**src/rtl/alu_issue.sv**
```systemverilog
// RV32I decode-and-issue stage: translates one integer instruction per handshake
// into ALU op/operands and buffers up to two issued operations ahead of the ALU.
module alu_issue (
    input  logic        clk,
    input  logic        rst,
    input  logic        flush,
    input  logic        in_valid,
    output logic        in_ready,
    input  logic [31:0] instr,
    input  logic [31:0] pc,
    input  logic [31:0] rs1_data,
    input  logic [31:0] rs2_data,
    output logic        out_valid,
    input  logic        out_ready,
    output logic [31:0] alu_a,
    output logic [31:0] alu_b,
    output logic [3:0]  alu_op,
    output logic [4:0]  rd,
    output logic        illegal
);
    localparam int DEPTH = 2;

    localparam logic [3:0] OP_ADD = 4'b0000;
    localparam logic [3:0] OP_SUB = 4'b0001;
    localparam logic [3:0] OP_AND = 4'b0010;
    localparam logic [3:0] OP_OR  = 4'b0011;
    localparam logic [3:0] OP_XOR = 4'b0100;
    localparam logic [3:0] OP_SLL = 4'b0101;
    localparam logic [3:0] OP_SRL = 4'b0110;
    localparam logic [3:0] OP_SRA = 4'b0111;
    localparam logic [3:0] OP_SLT = 4'b1000;

    localparam logic [6:0] OPC_OP    = 7'b0110011;
    localparam logic [6:0] OPC_OPIMM = 7'b0010011;
    localparam logic [6:0] OPC_LUI   = 7'b0110111;
    localparam logic [6:0] OPC_AUIPC = 7'b0010111;

    localparam logic [6:0] F7_BASE = 7'b0000000;
    localparam logic [6:0] F7_ALT  = 7'b0100000;

    // Handshakes: a transfer happens on a rising edge where valid && ready are
    // both high; valid never depends on ready, and in_ready never looks at out_ready.

    logic [6:0]  opcode;
    logic [2:0]  funct3;
    logic [6:0]  funct7;
    logic [31:0] imm_i;
    logic [31:0] imm_u;
    logic [31:0] shamt;

    assign opcode = instr[6:0];
    assign funct3 = instr[14:12];
    assign funct7 = instr[31:25];
    assign imm_i  = {{20{instr[31]}}, instr[31:20]};
    assign imm_u  = {instr[31:12], 12'b0};
    assign shamt  = {27'b0, instr[24:20]};

    logic [31:0] dec_a;
    logic [31:0] dec_b;
    logic [3:0]  dec_op;
    logic        dec_ill;

    always_comb begin
        dec_a   = '0;
        dec_b   = '0;
        dec_op  = OP_ADD;
        dec_ill = 1'b0;
        case (opcode)
            OPC_OP: begin
                dec_a = rs1_data;
                dec_b = rs2_data;
                case ({funct7, funct3})
                    {F7_BASE, 3'b000}: dec_op = OP_ADD;
                    {F7_ALT,  3'b000}: dec_op = OP_SUB;
                    {F7_BASE, 3'b001}: dec_op = OP_SLL;
                    {F7_BASE, 3'b010}: dec_op = OP_SLT;
                    {F7_BASE, 3'b100}: dec_op = OP_XOR;
                    {F7_BASE, 3'b101}: dec_op = OP_SRL;
                    {F7_ALT,  3'b101}: dec_op = OP_SRA;
                    {F7_BASE, 3'b110}: dec_op = OP_OR;
                    {F7_BASE, 3'b111}: dec_op = OP_AND;
                    default:           dec_ill = 1'b1;
                endcase
            end
            OPC_OPIMM: begin
                dec_a = rs1_data;
                dec_b = imm_i;
                case (funct3)
                    3'b000: dec_op = OP_ADD;
                    3'b010: dec_op = OP_SLT;
                    3'b100: dec_op = OP_XOR;
                    3'b110: dec_op = OP_OR;
                    3'b111: dec_op = OP_AND;
                    3'b001: begin
                        dec_b = shamt;
                        if (funct7 == F7_BASE) dec_op = OP_SLL;
                        else                   dec_ill = 1'b1;
                    end
                    3'b101: begin
                        dec_b = shamt;
                        if (funct7 == F7_BASE)     dec_op = OP_SRL;
                        else if (funct7 == F7_ALT) dec_op = OP_SRA;
                        else                       dec_ill = 1'b1;
                    end
                    default: dec_ill = 1'b1;
                endcase
            end
            OPC_LUI: begin
                dec_b = imm_u;
            end
            OPC_AUIPC: begin
                dec_a = pc;
                dec_b = imm_u;
            end
            default: dec_ill = 1'b1;
        endcase
        // Illegal entries still flow down the pipe, but with neutral operands.
        if (dec_ill) begin
            dec_a  = '0;
            dec_b  = '0;
            dec_op = OP_ADD;
        end
    end

    logic [31:0] q_a   [DEPTH];
    logic [31:0] q_b   [DEPTH];
    logic [3:0]  q_op  [DEPTH];
    logic [4:0]  q_rd  [DEPTH];
    logic        q_ill [DEPTH];
    logic        wr_ptr;
    logic        rd_ptr;
    logic [1:0]  count;
    logic        push;
    logic        pop;

    assign in_ready  = !rst && (count != 2'd2);
    assign out_valid = (count != 2'd0);
    assign push      = in_valid && in_ready;
    assign pop       = out_valid && out_ready;

    always_ff @(posedge clk) begin
        if (rst) begin
            wr_ptr <= 1'b0;
            rd_ptr <= 1'b0;
            count  <= 2'd0;
            for (int i = 0; i < DEPTH; i++) begin
                q_a[i]   <= '0;
                q_b[i]   <= '0;
                q_op[i]  <= '0;
                q_rd[i]  <= '0;
                q_ill[i] <= 1'b0;
            end
        end else if (flush) begin
            wr_ptr <= 1'b0;
            rd_ptr <= 1'b0;
            count  <= 2'd0;
        end else begin
            if (push) begin
                q_a[wr_ptr]   <= dec_a;
                q_b[wr_ptr]   <= dec_b;
                q_op[wr_ptr]  <= dec_op;
                q_rd[wr_ptr]  <= instr[11:7];
                q_ill[wr_ptr] <= dec_ill;
                wr_ptr        <= wr_ptr + 1'b1;
            end
            if (pop) begin
                rd_ptr <= rd_ptr + 1'b1;
            end
            case ({push, pop})
                2'b10:   count <= count + 2'd1;
                2'b01:   count <= count - 2'd1;
                default: count <= count;
            endcase
        end
    end

    assign alu_a   = q_a[rd_ptr];
    assign alu_b   = q_b[rd_ptr];
    assign alu_op  = q_op[rd_ptr];
    assign rd      = q_rd[rd_ptr];
    assign illegal = q_ill[rd_ptr];
endmodule
```
**config.mk**
```make
export PLATFORM = sky130hd
export DESIGN_NAME = alu_issue
export DESIGN_NICKNAME = d
export VERILOG_FILES = /design/src/rtl/alu_issue.sv
export SDC_FILE = /design/constraint.sdc
export NUM_CORES = 1
export LEC_CHECK = 0
export CAP_MARGIN = 20
export CORE_AREA = 10 10 138 152
export CTS_BUF_LIST = sky130_fd_sc_hd__clkbuf_16
export DETAILED_ROUTE_END_ITERATION = 10
export DIE_AREA = 0 0 148 162
export GPL_TIMING_DRIVEN = 0
export PLACE_DENSITY = 0.74
export SLEW_MARGIN = 15
export SYNTH_ARGS = -nofsm -noshare
export SYNTH_HDL_FRONTEND = slang
export SYNTH_SLANG_ARGS = --single-unit
```
**constraint.sdc**
```tcl
create_clock -name clk -period 6.4 [get_ports clk]
set_input_delay 0.96 -clock clk [delete_from_list [all_inputs] [get_ports clk]]
set_output_delay 0.96 -clock clk [all_outputs]
set_load 0.01 [all_outputs]
```
==> impl_metrics.csv, run 1 <==
group,metric,value,unit
critical_path,reg2reg_slack,4210,ps
cts,numCtsBuffers,17,
synthesis,yosysWarnings,0,
sta,fmax,255,MHz
critical_path,worst_r2r_path_depth,4,
critical_path,reg2reg_to,"q_b[0][29]",
placed_design,gp_congestion,0.921,
synthesis,synth_nets,782,
drt,wl_per_cell,21.3,microns
synthesis,synthCells,648,
synthesis,synth_top_area_share,56.4,%
synthesis,ys_seq_area_share,57.7,%
sta,setup_ws,2480,ps
global_routing,grt_pass1_wl,35800,microns
cts,cts_setup_buffers,0,
placed_design,dp.cells,1091,
global_routing,grt_max_degree,55,
final_layout,diodes,0,
sta,post-route-period-util,61.2,%
sta,tightestPinTransition,812,ps
synthesis,synth_edf_count,148,
cts,cts_sinks,153,
placed_design,dp_hpwl,17600,microns
synthesis,synth_area_leaders,"edfxtp_1 56%, mux2_2 11%, nor3_1 4.8%, nor2b_1 3.6%, nor2_1 2.8%",
sta,finalCriticalPeriod,3920,ps
die,die_w,148,microns
critical_path,crit_type,"flip-flop to output port",
synthesis,yosysUniqueCellTypes,52,
die,die_h,162,microns
synthesis,synthAdderAreaFrac,0.286,%
die,die_area,24000,sq um
synthesis,synth_top_family_by_area,"simple AND/OR/NAND/NOR gates",
power,power_density,225,nW/um^2
die,io_pins,209,
final_layout,num-fill-cells,1528,
cts,htreeDepth,4,
drt,ant_nets,0,
cts,ctsResizeCount,0,
sta,hold_viol,0,
critical_path,crit_required,5440,ps
cts,clk_pin_slew,60,ps
sta,setup_tns,0,ps
critical_path,endpoint,"alu_b[29]",
drt,vias_per_cell,5.46,
cts,hold_buffers,0,
final_layout,areaGrowthSynthToFinish,37.6,%
synthesis,yosys.area_share.simple,18.4,%
synthesis,synth-xor-area-share,0.667,%
sta,slew_viol_final,0,
synthesis,avgSynthCellArea,12.2,sq um
sta,hold_ws,564,ps
final_layout,final_cell_count_no_fill,1123,
global_routing,grt.overflow.total,0,
hold_path,holdCritPathClass,"flip-flop to flip-flop",
status,status,"finished clean",
placed_design,numPortBuffers,203,
drt,drtIter0Drc,374,
synthesis,synth_compound_area_share,7.22,%
job,drv_cap,0,
die,start_util,44.4,%
cts,clockBufferDepth,2,
global_routing,grt_use_total,19.4,%
cts,insertion_delay,420,ps
drt,drtPass1Iterations,5,
synthesis,synth_async_sr_flop_share,0,%
final_layout,multiInputGateArea,3000,sq um
synthesis,syn_area,7880,sq um
synthesis,synthTopCellsByCount,"148 x edfxtp_1, 76 x nor3_1, 74 x mux2_2",
drt,vias,6132,
drt,wl,23900,microns
placed_design,place_ws,2880,ps
synthesis,synth.most_common_cell,"edfxtp_1",
sta,finalClockSkew,10.8,ps
critical_path,crit_path_start_kind,"flip-flop",
synthesis,yosysTopAreaCell,"edfxtp_1",
final_layout,drive_gt1_share,19.1,%
global_routing,grt_pass1_vias,6261,
power,power.leakage,3.65,nW
cts,cts_tree,"built",
critical_path,crit_fanout,10,
sta,rsz0062_at_grt,"no",
global_routing,grt_antenna_before_repair,0,
critical_path,cp-end-kind,"output port",
die,std_cell_rows,51,
final_layout,regArea,4540,sq um
final_layout,nets,1006,
sta,setup_viol,0,
critical_path,arrival,2960,ps
synthesis,synthFlopType,"edfxtp_1",
drt,drc,0,
critical_path,timing.rr.start,"count[0]",
synthesis,synth.area.mux_share,11.3,%
cts,clockRootBuffer,"clkbuf_16",
sta,relSlewSlack,45.9,%
synthesis,ys_ff_latch,153,
power,ir_drop,0.173,mV
die,core_area,17700,sq um
[cell type report]
cell class	instances	area share, %
plain buffers	55	2.79
clock buffers	17	3.92
clock inverters	15	1.30
inverters	13	0.450
multi-input cells	427	27.7
flip-flops and latches	153	41.9
well taps	238	2.75
repair buffers	205	19.2
[sequential cells by signal, summed over array words and instances (netlist names), named ones only]
| register | flops |
|---|---|
| q_a | 64 |
| q_b | 64 |
| q_rd | 10 |
| q_op | 8 |
| count | 2 |
| q_ill | 2 |
| rd_ptr | 1 |
| wr_ptr | 1 |
[cell usage in the layout (no fill, tap or decap), drive strengths merged, types with 2 or more instances in the layout]
| cell type | Yosys | layout |
|---|---|---|
| clkdlybuf4s50 | 0 | 203 |
| edfxtp | 148 | 148 |
| nor3 | 92 | 92 |
| mux2 | 74 | 74 |
| nor2 | 60 | 60 |
| nor2b | 46 | 46 |
| clkbuf | 25 | 42 |
| a21oi | 33 | 33 |
| buf | 30 | 32 |
| nand2 | 29 | 29 |
| inv | 13 | 21 |
| and2 | 13 | 13 |
| a221o | 10 | 10 |
| a2111o | 9 | 9 |
| or4 | 8 | 8 |
| a22oi | 7 | 7 |
| or3 | 6 | 6 |
| mux2i | 6 | 6 |
| dfxtp | 5 | 5 |
| xnor2 | 4 | 4 |
| clkinvlp | 0 | 4 |
| and4 | 3 | 3 |
| or2 | 3 | 3 |
| o211ai | 3 | 3 |
| o31ai | 3 | 3 |
| o21ai | 2 | 2 |
| xor2 | 2 | 2 |
| clkinv | 0 | 2 |
[per-layer routing]
metal  share of wire [%]  up-vias  wire length, microns  GRT usage (%)
li1                    -     2855                     -              -
met1                  41     2971                  9830           24.0
met2                  49      280                 11600           31.7
met3                 9.0       26                  2160           6.28
met4                 1.3        0                   318           5.77
met5                   0        -                     0              0
[through the flow]
stage               total power, W  util, %  instance area (sq um)
floorplan                  0.00131        -                   7880
global placement           0.00149     57.6                  10200
detailed placement         0.00150     58.0                  10300
CTS                        0.00246     61.2                  10800
global route               0.00252     61.2                  10800
finish                     0.00245     61.2                  10800
[power by group]
| group | total (W) | internal, W | switching [W] |
|---|---|---|---|
| Sequential | 0.00115 | 0.00114 | 0.00000999 |
| Combinational | 0.000328 | 0.000173 | 0.000155 |
| Clock | 0.000970 | 0.000543 | 0.000427 |
[how the worst min path moves through the flow]
stage / startpoint / to / slack, ps / cells after the start
global route: count[1] / count[1] / 590 / 2
finish: rd_ptr / rd_ptr / 560 / 2
CTS: rd_ptr / rd_ptr / 560 / 2
floorplan: rd_ptr / flip-flop / 520 / 2
detailed placement: rd_ptr / rd_ptr / 540 / 2
global placement: rd_ptr / rd_ptr / 540 / 2
[kinds of logic after synthesis]
logic type,Yosys count
AOI/OAI and AO/OA,75
xor gates and xnor gates,6
adders and majority gates,2
buffers and inverters,68
DFF,153
muxes,80
and+or+nand+nor,264
[critical path, stage by stage, from the launching register on]
cell	delay (ps)
dfxtp_1	320
clkbuf_1	570
clkbuf_1	680
mux2_2	420
clkdlybuf4s50_1	540
(Power assumes the default switching activity.)
==> run 2, diff against run 1 <==
==> constraint.sdc (replaced) <==
create_clock -name clk -period 3.8 [get_ports clk]
set_input_delay 0.57 -clock clk [delete_from_list [all_inputs] [get_ports clk]]
set_output_delay 0.57 -clock clk [all_outputs]
set_load 0.01 [all_outputs]
==> results of run 2 <==
Same layout as run 1 (identical final DEF). Status: finished clean.
Among the figures that moved: setup slack after placement 2880 ps -> 668 ps; setup slack after layout 2480 ps -> 272 ps; register-to-register setup slack 4210 ps -> 1610 ps; total power 0.00245 W -> 0.00412 W; worst IR drop on VDD 0.173 mV -> 0.291 mV
